==> config.mk <==
export PLATFORM = sky130hd
export DESIGN_NAME = pha_peak_detect_flat
export DESIGN_NICKNAME = d
export VERILOG_FILES = /design/src/rtl/pha_peak_if.sv /design/src/rtl/pha_peak_detect.sv /design/src/flat_wrapper.sv
export SDC_FILE = /design/constraint.sdc
export NUM_CORES = 1
export LEC_CHECK = 0
export BUFFER_PORTS_ARGS = -buffer_cell sky130_fd_sc_hd__clkbuf_2
export CORE_MARGIN = 2
export CORE_UTILIZATION = 35
export CTS_BUF_LIST = sky130_fd_sc_hd__clkbuf_16
export CTS_CLUSTER_SIZE = 40
export DETAILED_ROUTE_END_ITERATION = 16
export PLACE_DENSITY = 0.6
export SLEW_MARGIN = 20
export SYNTH_ARGS = -nofsm -noshare
export SYNTH_HDL_FRONTEND = slang
export SYNTH_SLANG_ARGS = --single-unit
==> constraint.sdc <==
create_clock -name clk -period 10.24 [get_ports clk]
set_input_delay 0 -clock clk [delete_from_list [all_inputs] [get_ports clk]]
set_output_delay 0 -clock clk [all_outputs]
set_load 0.02 [all_outputs]
==> src/rtl/pha_peak_if.sv <==
// Peak-word handshake between the pulse-height detector and the waveform-memory writer.
interface pha_peak_if;
    logic [9:0] peak;
    logic       peak_vld;
    logic       peak_rdy;

    modport master (output peak, output peak_vld, input peak_rdy);
    modport slave  (input peak, input peak_vld, output peak_rdy);
endinterface

==> src/rtl/pha_peak_detect.sv <==
// Pulse-height peak detector: 8-sample moving average, threshold, rise/fall peak tracking, hold-off.
// Optional macro PHA_DROP_CNT_EN enables the saturating dropped-event counter (tied to 0 otherwise).
module pha_peak_detect #(
    parameter int HOLDOFF  = 625,
    parameter int RISE_MAX = 255,
    parameter int THR_INIT = 32
) (
    input  logic        clk,
    input  logic        rst_n,
    input  logic        smpl_i,
    input  logic [9:0]  adc_i,
    input  logic        arm_i,
    input  logic        thr_up32_i,
    input  logic        thr_dn32_i,
    input  logic        thr_up4_i,
    input  logic        thr_dn4_i,
    output logic [9:0]  thr_o,
    output logic        busy_o,
    output logic [15:0] evcnt_o,
    output logic [7:0]  dropcnt_o,
    pha_peak_if.master  peak_if
);
    localparam int HW = $clog2(HOLDOFF + 1);
    localparam int RW = $clog2(RISE_MAX + 1);
    localparam logic [HW-1:0] HOLD_LOAD = HW'(HOLDOFF);
    localparam logic [RW-1:0] RISE_LAST = RW'(RISE_MAX);

    typedef enum logic [1:0] {ST_IDLE = 2'd0, ST_WAIT = 2'd1, ST_RISE = 2'd2, ST_HOLD = 2'd3} state_t;

    state_t        state_q, state_d;
    logic          arm_q, sd_q, busy_q, vld_q;
    logic [8:0]    hist_q [8];
    logic [2:0]    ptr_q;
    logic [11:0]   sum_q;
    logic [8:0]    pk_q, pk_d, pk_max_s, smp_s, avg_s;
    logic [RW-1:0] rise_cnt_q, rise_cnt_d;
    logic [HW-1:0] hold_cnt_q, hold_cnt_d;
    logic [9:0]    thr_q, thr_d, peak_q;
    logic [15:0]   evcnt_q;
    logic          arm_rise_s, above_s, emit_s, drop_s;

    // arm_q resets high so that ARM held through reset does not count as a fresh rising edge
    assign arm_rise_s = arm_i & ~arm_q;
    assign smp_s      = adc_i[9] ? 9'd0 : adc_i[8:0];
    assign avg_s      = sum_q[11:3];
    assign above_s    = {1'b0, avg_s} > thr_q;
    assign pk_max_s   = (avg_s > pk_q) ? avg_s : pk_q;
    assign drop_s     = emit_s & vld_q & ~peak_if.peak_rdy;

    // ARM edge detector and one-cycle sample-strobe delay
    always_ff @(posedge clk or negedge rst_n) begin
        if (!rst_n) begin
            arm_q <= 1'b1;
            sd_q  <= 1'b0;
        end else begin
            arm_q <= arm_i;
            sd_q  <= smpl_i;
        end
    end

    // Moving-average history ring and running sum
    always_ff @(posedge clk or negedge rst_n) begin
        if (!rst_n) begin
            for (int i = 0; i < 8; i++) hist_q[i] <= 9'd0;
            ptr_q <= 3'd0;
            sum_q <= 12'd0;
        end else if (arm_rise_s) begin
            for (int i = 0; i < 8; i++) hist_q[i] <= 9'd0;
            ptr_q <= 3'd0;
            sum_q <= 12'd0;
        end else if (smpl_i) begin
            hist_q[ptr_q] <= smp_s;
            sum_q         <= sum_q + {3'd0, smp_s} - {3'd0, hist_q[ptr_q]};
            ptr_q         <= ptr_q + 3'd1;
        end
    end

    // Threshold adjust with priority and saturation to 0..511
    always_comb begin
        thr_d = thr_q;
        if (thr_up32_i) begin
            thr_d = (thr_q > 10'd479) ? 10'd511 : thr_q + 10'd32;
        end else if (thr_dn32_i) begin
            thr_d = (thr_q < 10'd32) ? 10'd0 : thr_q - 10'd32;
        end else if (thr_up4_i) begin
            thr_d = (thr_q > 10'd507) ? 10'd511 : thr_q + 10'd4;
        end else if (thr_dn4_i) begin
            thr_d = (thr_q < 10'd4) ? 10'd0 : thr_q - 10'd4;
        end else begin
            thr_d = thr_q;
        end
    end

    // Detector next-state: decisions are taken on the delayed strobe so the updated average is used
    always_comb begin
        state_d    = state_q;
        pk_d       = pk_q;
        rise_cnt_d = rise_cnt_q;
        hold_cnt_d = hold_cnt_q;
        emit_s     = 1'b0;
        if (!arm_i) begin
            state_d = ST_IDLE;
        end else begin
            case (state_q)
                ST_IDLE: begin
                    if (arm_rise_s) state_d = ST_WAIT;
                    else            state_d = ST_IDLE;
                end
                ST_WAIT: begin
                    if (sd_q && above_s) begin
                        state_d    = ST_RISE;
                        pk_d       = avg_s;
                        rise_cnt_d = RW'(1);
                    end else begin
                        state_d = ST_WAIT;
                    end
                end
                ST_RISE: begin
                    if (sd_q) begin
                        pk_d = pk_max_s;
                        if ((avg_s < pk_q) || !above_s || (rise_cnt_q == RISE_LAST)) begin
                            emit_s     = 1'b1;
                            state_d    = ST_HOLD;
                            hold_cnt_d = HOLD_LOAD;
                        end else begin
                            rise_cnt_d = rise_cnt_q + RW'(1);
                        end
                    end else begin
                        state_d = ST_RISE;
                    end
                end
                ST_HOLD: begin
                    if (sd_q) begin
                        if (hold_cnt_q != '0)  hold_cnt_d = hold_cnt_q - HW'(1);
                        else if (!above_s)     state_d = ST_WAIT;
                        else                   state_d = ST_HOLD;
                    end else begin
                        state_d = ST_HOLD;
                    end
                end
                default: state_d = ST_IDLE;
            endcase
        end
    end

    // Detector state, tracking registers and threshold
    always_ff @(posedge clk or negedge rst_n) begin
        if (!rst_n) begin
            state_q    <= ST_IDLE;
            pk_q       <= 9'd0;
            rise_cnt_q <= '0;
            hold_cnt_q <= '0;
            thr_q      <= 10'(THR_INIT);
            busy_q     <= 1'b0;
        end else begin
            state_q    <= state_d;
            pk_q       <= pk_d;
            rise_cnt_q <= rise_cnt_d;
            hold_cnt_q <= hold_cnt_d;
            thr_q      <= thr_d;
            busy_q     <= (state_q == ST_RISE) || (state_q == ST_HOLD);
        end
    end

    // Output word, handshake and accepted-event counter; emitted pk is the tracked maximum
    always_ff @(posedge clk or negedge rst_n) begin
        if (!rst_n) begin
            peak_q  <= 10'd0;
            vld_q   <= 1'b0;
            evcnt_q <= 16'd0;
        end else if (emit_s && (!vld_q || peak_if.peak_rdy)) begin
            peak_q  <= {1'b0, pk_max_s};
            vld_q   <= 1'b1;
            evcnt_q <= evcnt_q + 16'd1;
        end else if (vld_q && peak_if.peak_rdy) begin
            vld_q <= 1'b0;
        end
    end

`ifdef PHA_DROP_CNT_EN
    logic [7:0] dropcnt_q;

    // Saturating dropped-event counter
    always_ff @(posedge clk or negedge rst_n) begin
        if (!rst_n)                          dropcnt_q <= 8'd0;
        else if (drop_s && dropcnt_q != 8'd255) dropcnt_q <= dropcnt_q + 8'd1;
    end

    assign dropcnt_o = dropcnt_q;
`else
    logic unused_drop_s;
    assign unused_drop_s = drop_s;
    assign dropcnt_o     = 8'd0;
`endif

    assign thr_o            = thr_q;
    assign busy_o           = busy_q;
    assign evcnt_o          = evcnt_q;
    assign peak_if.peak     = peak_q;
    assign peak_if.peak_vld = vld_q;
endmodule

==> src/flat_wrapper.sv <==
// flat-port wrapper written by rule: the top's interface ports become plain ports
module pha_peak_detect_flat 
#(
    parameter int HOLDOFF  = 625,
    parameter int RISE_MAX = 255,
    parameter int THR_INIT = 32
)
  (clk, rst_n, smpl_i, adc_i, arm_i, thr_up32_i, thr_dn32_i, thr_up4_i, thr_dn4_i, thr_o, busy_o, evcnt_o, dropcnt_o, peak_if_peak, peak_if_peak_vld, peak_if_peak_rdy);
  pha_peak_if peak_if_i ();
  input  logic clk;
  input  logic rst_n;
  input  logic smpl_i;
  input  logic [9:0] adc_i;
  input  logic arm_i;
  input  logic thr_up32_i;
  input  logic thr_dn32_i;
  input  logic thr_up4_i;
  input  logic thr_dn4_i;
  output logic [9:0] thr_o;
  output logic busy_o;
  output logic [15:0] evcnt_o;
  output logic [7:0] dropcnt_o;
  output wire logic [$bits(peak_if_i.peak)-1:0] peak_if_peak;
  output wire logic [$bits(peak_if_i.peak_vld)-1:0] peak_if_peak_vld;
  input wire logic [$bits(peak_if_i.peak_rdy)-1:0] peak_if_peak_rdy;
  assign peak_if_peak = peak_if_i.peak;
  assign peak_if_peak_vld = peak_if_i.peak_vld;
  assign peak_if_i.peak_rdy = peak_if_peak_rdy;
  pha_peak_detect #(.HOLDOFF(HOLDOFF), .RISE_MAX(RISE_MAX), .THR_INIT(THR_INIT)) u_core (.clk(clk), .rst_n(rst_n), .smpl_i(smpl_i), .adc_i(adc_i), .arm_i(arm_i), .thr_up32_i(thr_up32_i), .thr_dn32_i(thr_dn32_i), .thr_up4_i(thr_up4_i), .thr_dn4_i(thr_dn4_i), .thr_o(thr_o), .busy_o(busy_o), .evcnt_o(evcnt_o), .dropcnt_o(dropcnt_o), .peak_if(peak_if_i));
endmodule
==> results.rst <==
.. list-table::
   :header-rows: 1

   * - Metric
     - Value
   * - Status
     - completed
   * - Peak VDD IR
     - 0.000111 V
   * - Last weighted congestion value of the routability-driven placer
     - 0.854
   * - Fraction of met1 tracks used by global routing
     - 24.5%
   * - Number of levels in the clock H-tree
     - 4
   * - Share of cells above drive strength 1
     - 12.1%
   * - Post-DR vias/cell
     - 5.31
   * - Proportion of synthesized chip area in sequential cells
     - 42.6%
   * - Root Buffer
     - sky130_fd_sc_hd__clkbuf_16
   * - Global-route track usage on met2
     - 27.3%
   * - Final Net Count
     - 1114
   * - Number of global-route vias before repair
     - 7091
   * - Critical Path Source
     - u_core.ptr_q[2]$_DFFE_PN0P_
   * - Clock slew at the register clock pins of the worst setup and hold paths
     - 0.07 ns
   * - CTS max path bufs
     - 2
   * - Overall fraction of global-route tracks in use
     - 17.2%
   * - Pwr Density
     - 255 nW/um2
   * - Startpoint type of the worst setup path
     - flop
   * - Place WS
     - 6.02 ns
   * - Mean Syn Cell Area
     - 8.97 um2
   * - Cts bufs inserted
     - 17
   * - Worst reg2reg path depth
     - 15
   * - Worst setup endpoint
     - u_core.sum_q[10]$_DFFE_PN0P_
   * - Category of the critical setup timing path
     - flop to flop
   * - Final Instance Area
     - 10200 um2
   * - Fraction of post-synthesis cell area in the top cell type by area
     - 42.0%
   * - Largest net degree at the start of global routing
     - 94
   * - Total Die Area
     - 27200 um2
   * - Slack of the critical path
     - 6.18 ns
   * - Clock share of power
     - 23.9%
   * - Finished Layout Cells
     - 1390
   * - Count of state elements after synthesis
     - 154
   * - Minimum hold slack
     - 0.0337 ns
   * - # Max-Cap Violations
     - 0
   * - EDFF count, synth
     - 0
   * - Comb power frac
     - 42.4%
   * - Type of the worst min-delay path
     - input port to flop
   * - Cell area after placement
     - 9610 um2
   * - Via count
     - 7380
   * - Yosys cell types
     - 70
   * - Final hold violation count
     - 0
   * - Routed WL
     - 22.4 mm
   * - Highest clock frequency the design can meet
     - 0.246 GHz
   * - Fin Clk Skew
     - 0.0178 ns
   * - Sum Neg Setup Slack
     - 0 ns
   * - Max Fanout on Critical Path
     - 19
   * - Final cycle utilization of the critical path
     - 39.6%
   * - Data arrival time at the worst-slack endpoint
     - 4.42 ns
   * - Cell type with the largest total area after synthesis
     - sky130_fd_sc_hd__dfrtp_1
   * - DP Cell Count
     - 1355
   * - # diodes
     - 0
   * - Critical R2R Capture
     - u_core.sum_q[10]$_DFFE_PN0P_
   * - Global route overflow
     - 0
   * - Dominant cell by count in the synthesized netlist
     - sky130_fd_sc_hd__nand2_1
   * - Cells after synthesis
     - 1009
   * - Wire length of the first global-routing pass
     - 37.2 mm
   * - Setup crit end kind
     - flop
   * - Height of the die
     - 165 um
   * - DRC violation total after the first TritonRoute iteration
     - 657
   * - Proportion of synthesized flip-flops having asynchronous set or reset
     - 100%
   * - Clock sink total
     - 154
   * - Sequential share of power
     - 33.7%
   * - Number of gates resized after cts
     - 0
   * - Syn Std Cell Area
     - 9050 um2
   * - Global-route layer with the greatest usage
     - met2
   * - Finish-stage setup viols
     - 0
   * - Detailed-route DRC error count
     - 0
   * - Reg2Reg Launch Point
     - u_core.ptr_q[2]$_DFFE_PN0P_
   * - Clock network latency to the later pin of the worst-skew pair
     - 0.44 ns
   * - Core area
     - 25300 um2
   * - Input/output buffers
     - 55
   * - Required @ worst endpoint
     - 10.60 ns
   * - Final critical-path required period
     - 4.06 ns
   * - Initial core utilization
     - 35.8%
   * - Overall power
     - 2.61 mW
   * - Net Sw Power
     - 1.09 mW
   * - Worst slew margin relative to its limit
     - 25.6%
   * - Number of antenna-violating nets in the routed design
     - 0
   * - TritonCTS clock tree
     - done
   * - Cell-internal power
     - 1.52 mW
   * - Leading post-synthesis cells by cell area
     - sky130_fd_sc_hd__dfrtp_1, sky130_fd_sc_hd__nand2_1, sky130_fd_sc_hd__a21oi_1
   * - Antenna violations before repair
     - 0
   * - Routing usage on met3
     - 2.76%
   * - Die width
     - 165 um
   * - Average wire per standard cell
     - 16.1 um
   * - Synth Warn #
     - 0
   * - Leakage power
     - 4.56 nW
   * - Final cell utilization of the core
     - 40.4%
   * - Top FF cell, synth
     - sky130_fd_sc_hd__dfrtp_1
   * - Estimated wirelength of the detail-placed design
     - 15.4 mm
   * - Final count of pins violating max slew
     - 0
   * - Area Growth Syn to Fin
     - 12.8%
   * - Switching Share
     - 41.8%
   * - Unrepaired setup endpoints after global routing
     - no
   * - Count of standard-cell rows
     - 58
   * - Most instantiated cells after synthesis
     - sky130_fd_sc_hd__nand2_1, sky130_fd_sc_hd__dfrtp_1, sky130_fd_sc_hd__a21oi_1, sky130_fd_sc_hd__nor2_1, sky130_fd_sc_hd__inv_1
   * - Actual slew at the worst max-slew pin
     - 1.11 ns
   * - Setup slack on the worst flop-to-flop path
     - 6.18 ns
   * - Total I/O pin count
     - 65
   * - 1st-pass router iterations
     - 5
-- worst min path at each step --
stage	startpoint	to	slack [ns]	depth (start not counted)
after floorplan	rst_n	u_core.busy_o$_DFF_PN0_	-0.30	0
after global placement	rst_n	u_core.thr_o[6]$_DFFE_PN0P_	0.16	1
after detailed placement	rst_n	u_core.thr_o[6]$_DFFE_PN0P_	0.15	1
after CTS	thr_dn4_i	u_core.thr_o[8]$_DFFE_PN0P_	0.005	4
after global routing	thr_dn4_i	u_core.thr_o[8]$_DFFE_PN0P_	0.06	4
final	thr_dn4_i	u_core.thr_o[8]$_DFFE_PN0P_	0.03	4
-- cells by family after synthesis --
logic type / after synthesis / synth area share (%)
compound gates: 234 / 16.0
simple gates: 389 / 19.6
fa+ha+maj: 48 / 7.38
flops: 154 / 42.6
mux: 49 / 6.75
xor+xnor: 27 / 2.61
buf+inv: 107 / 5.02
other cells: 1 / 0.0414
-- state kept, by name, indices dropped and copies added (netlist names), 2 cells and up --
register	cells
u_core.evcnt_o	16
u_core.rise_cnt_q	8
u_core.state_q	2
u_core.ptr_q	3
u_core.sum_q	12
u_core.peak_if.peak	9
u_core.pk_q	9
u_core.hist_q	72
u_core.thr_o	9
u_core.hold_cnt_q	10
-- worst max-delay path: stages, from the launching register on --
cell and delay (ns):
sky130_fd_sc_hd__dfrtp_1 0.72, sky130_fd_sc_hd__buf_4 0.36, sky130_fd_sc_hd__and2_1 0.23, sky130_fd_sc_hd__a22oi_1 0.08, sky130_fd_sc_hd__a21oi_1 0.18, sky130_fd_sc_hd__nor3_1 0.09
sky130_fd_sc_hd__fa_1 0.51, sky130_fd_sc_hd__inv_1 0.07, sky130_fd_sc_hd__fa_1 0.43, sky130_fd_sc_hd__nor2b_1 0.17, sky130_fd_sc_hd__o21a_1 0.15, sky130_fd_sc_hd__o21ai_1 0.09
sky130_fd_sc_hd__a21oi_1 0.26, sky130_fd_sc_hd__o2111ai_1 0.19, sky130_fd_sc_hd__a2111o_1 0.39, sky130_fd_sc_hd__nand3_1 0.08
-- layout make-up --
type | instances | area (um2)
repair buffers | 72 | 417
well taps | 330 | 413
fillers | 2562 | 15000
clock buffers | 17 | 425
multi-input cells | 756 | 4780
inverters | 46 | 173
clock inverters | 15 | 141
flip-flops and latches | 154 | 3860
-- power by group through the flow --
stage,clock [mW],sequential [mW],combinational [mW]
finish,0.623,0.879,1.11
global route,0.661,0.901,1.25
CTS,0.634,0.878,1.11
detailed placement,0,0.888,1.10
global placement,0,0.885,1.08
floorplan,0,0.866,0.837
-- cell usage in the layout, fill, tap and decap left out, drive strengths merged, types with 4 or more instances in the layout --
cell,instances
nand2,196
dfrtp,152
a21oi,122
clkbuf,71
nor2,66
inv,53
ha,39
o21ai,31
nand3,29
mux2i,25
nor2b,19
nor3,17
xnor2,16
mux2,16
buf,15
a31oi,12
nand2b,11
and3,11
xor2,11
nand4,10
a21o,10
fa,9
conb,9
mux4,8
a22oi,6
nand3b,6
o21a,6
o22a,6
clkinvlp,5
a211oi,5
a221oi,4
and4,4
o221ai,4
a21boi,4
nor4,4
-- layer usage --
layer | wire (um) | vias up
met4 | 267 | 0
met1 | 10800 | 3618
li1 | - | 3569
met3 | 921 | 19
met5 | 0 | -
met2 | 10400 | 174
-- timing repair --
action	4_1_cts	5_1_grt
hold endpoints to repair	95	0
setup buffers	0	0
hold buffers	3	0
Power figures use the tool's default switching activity.
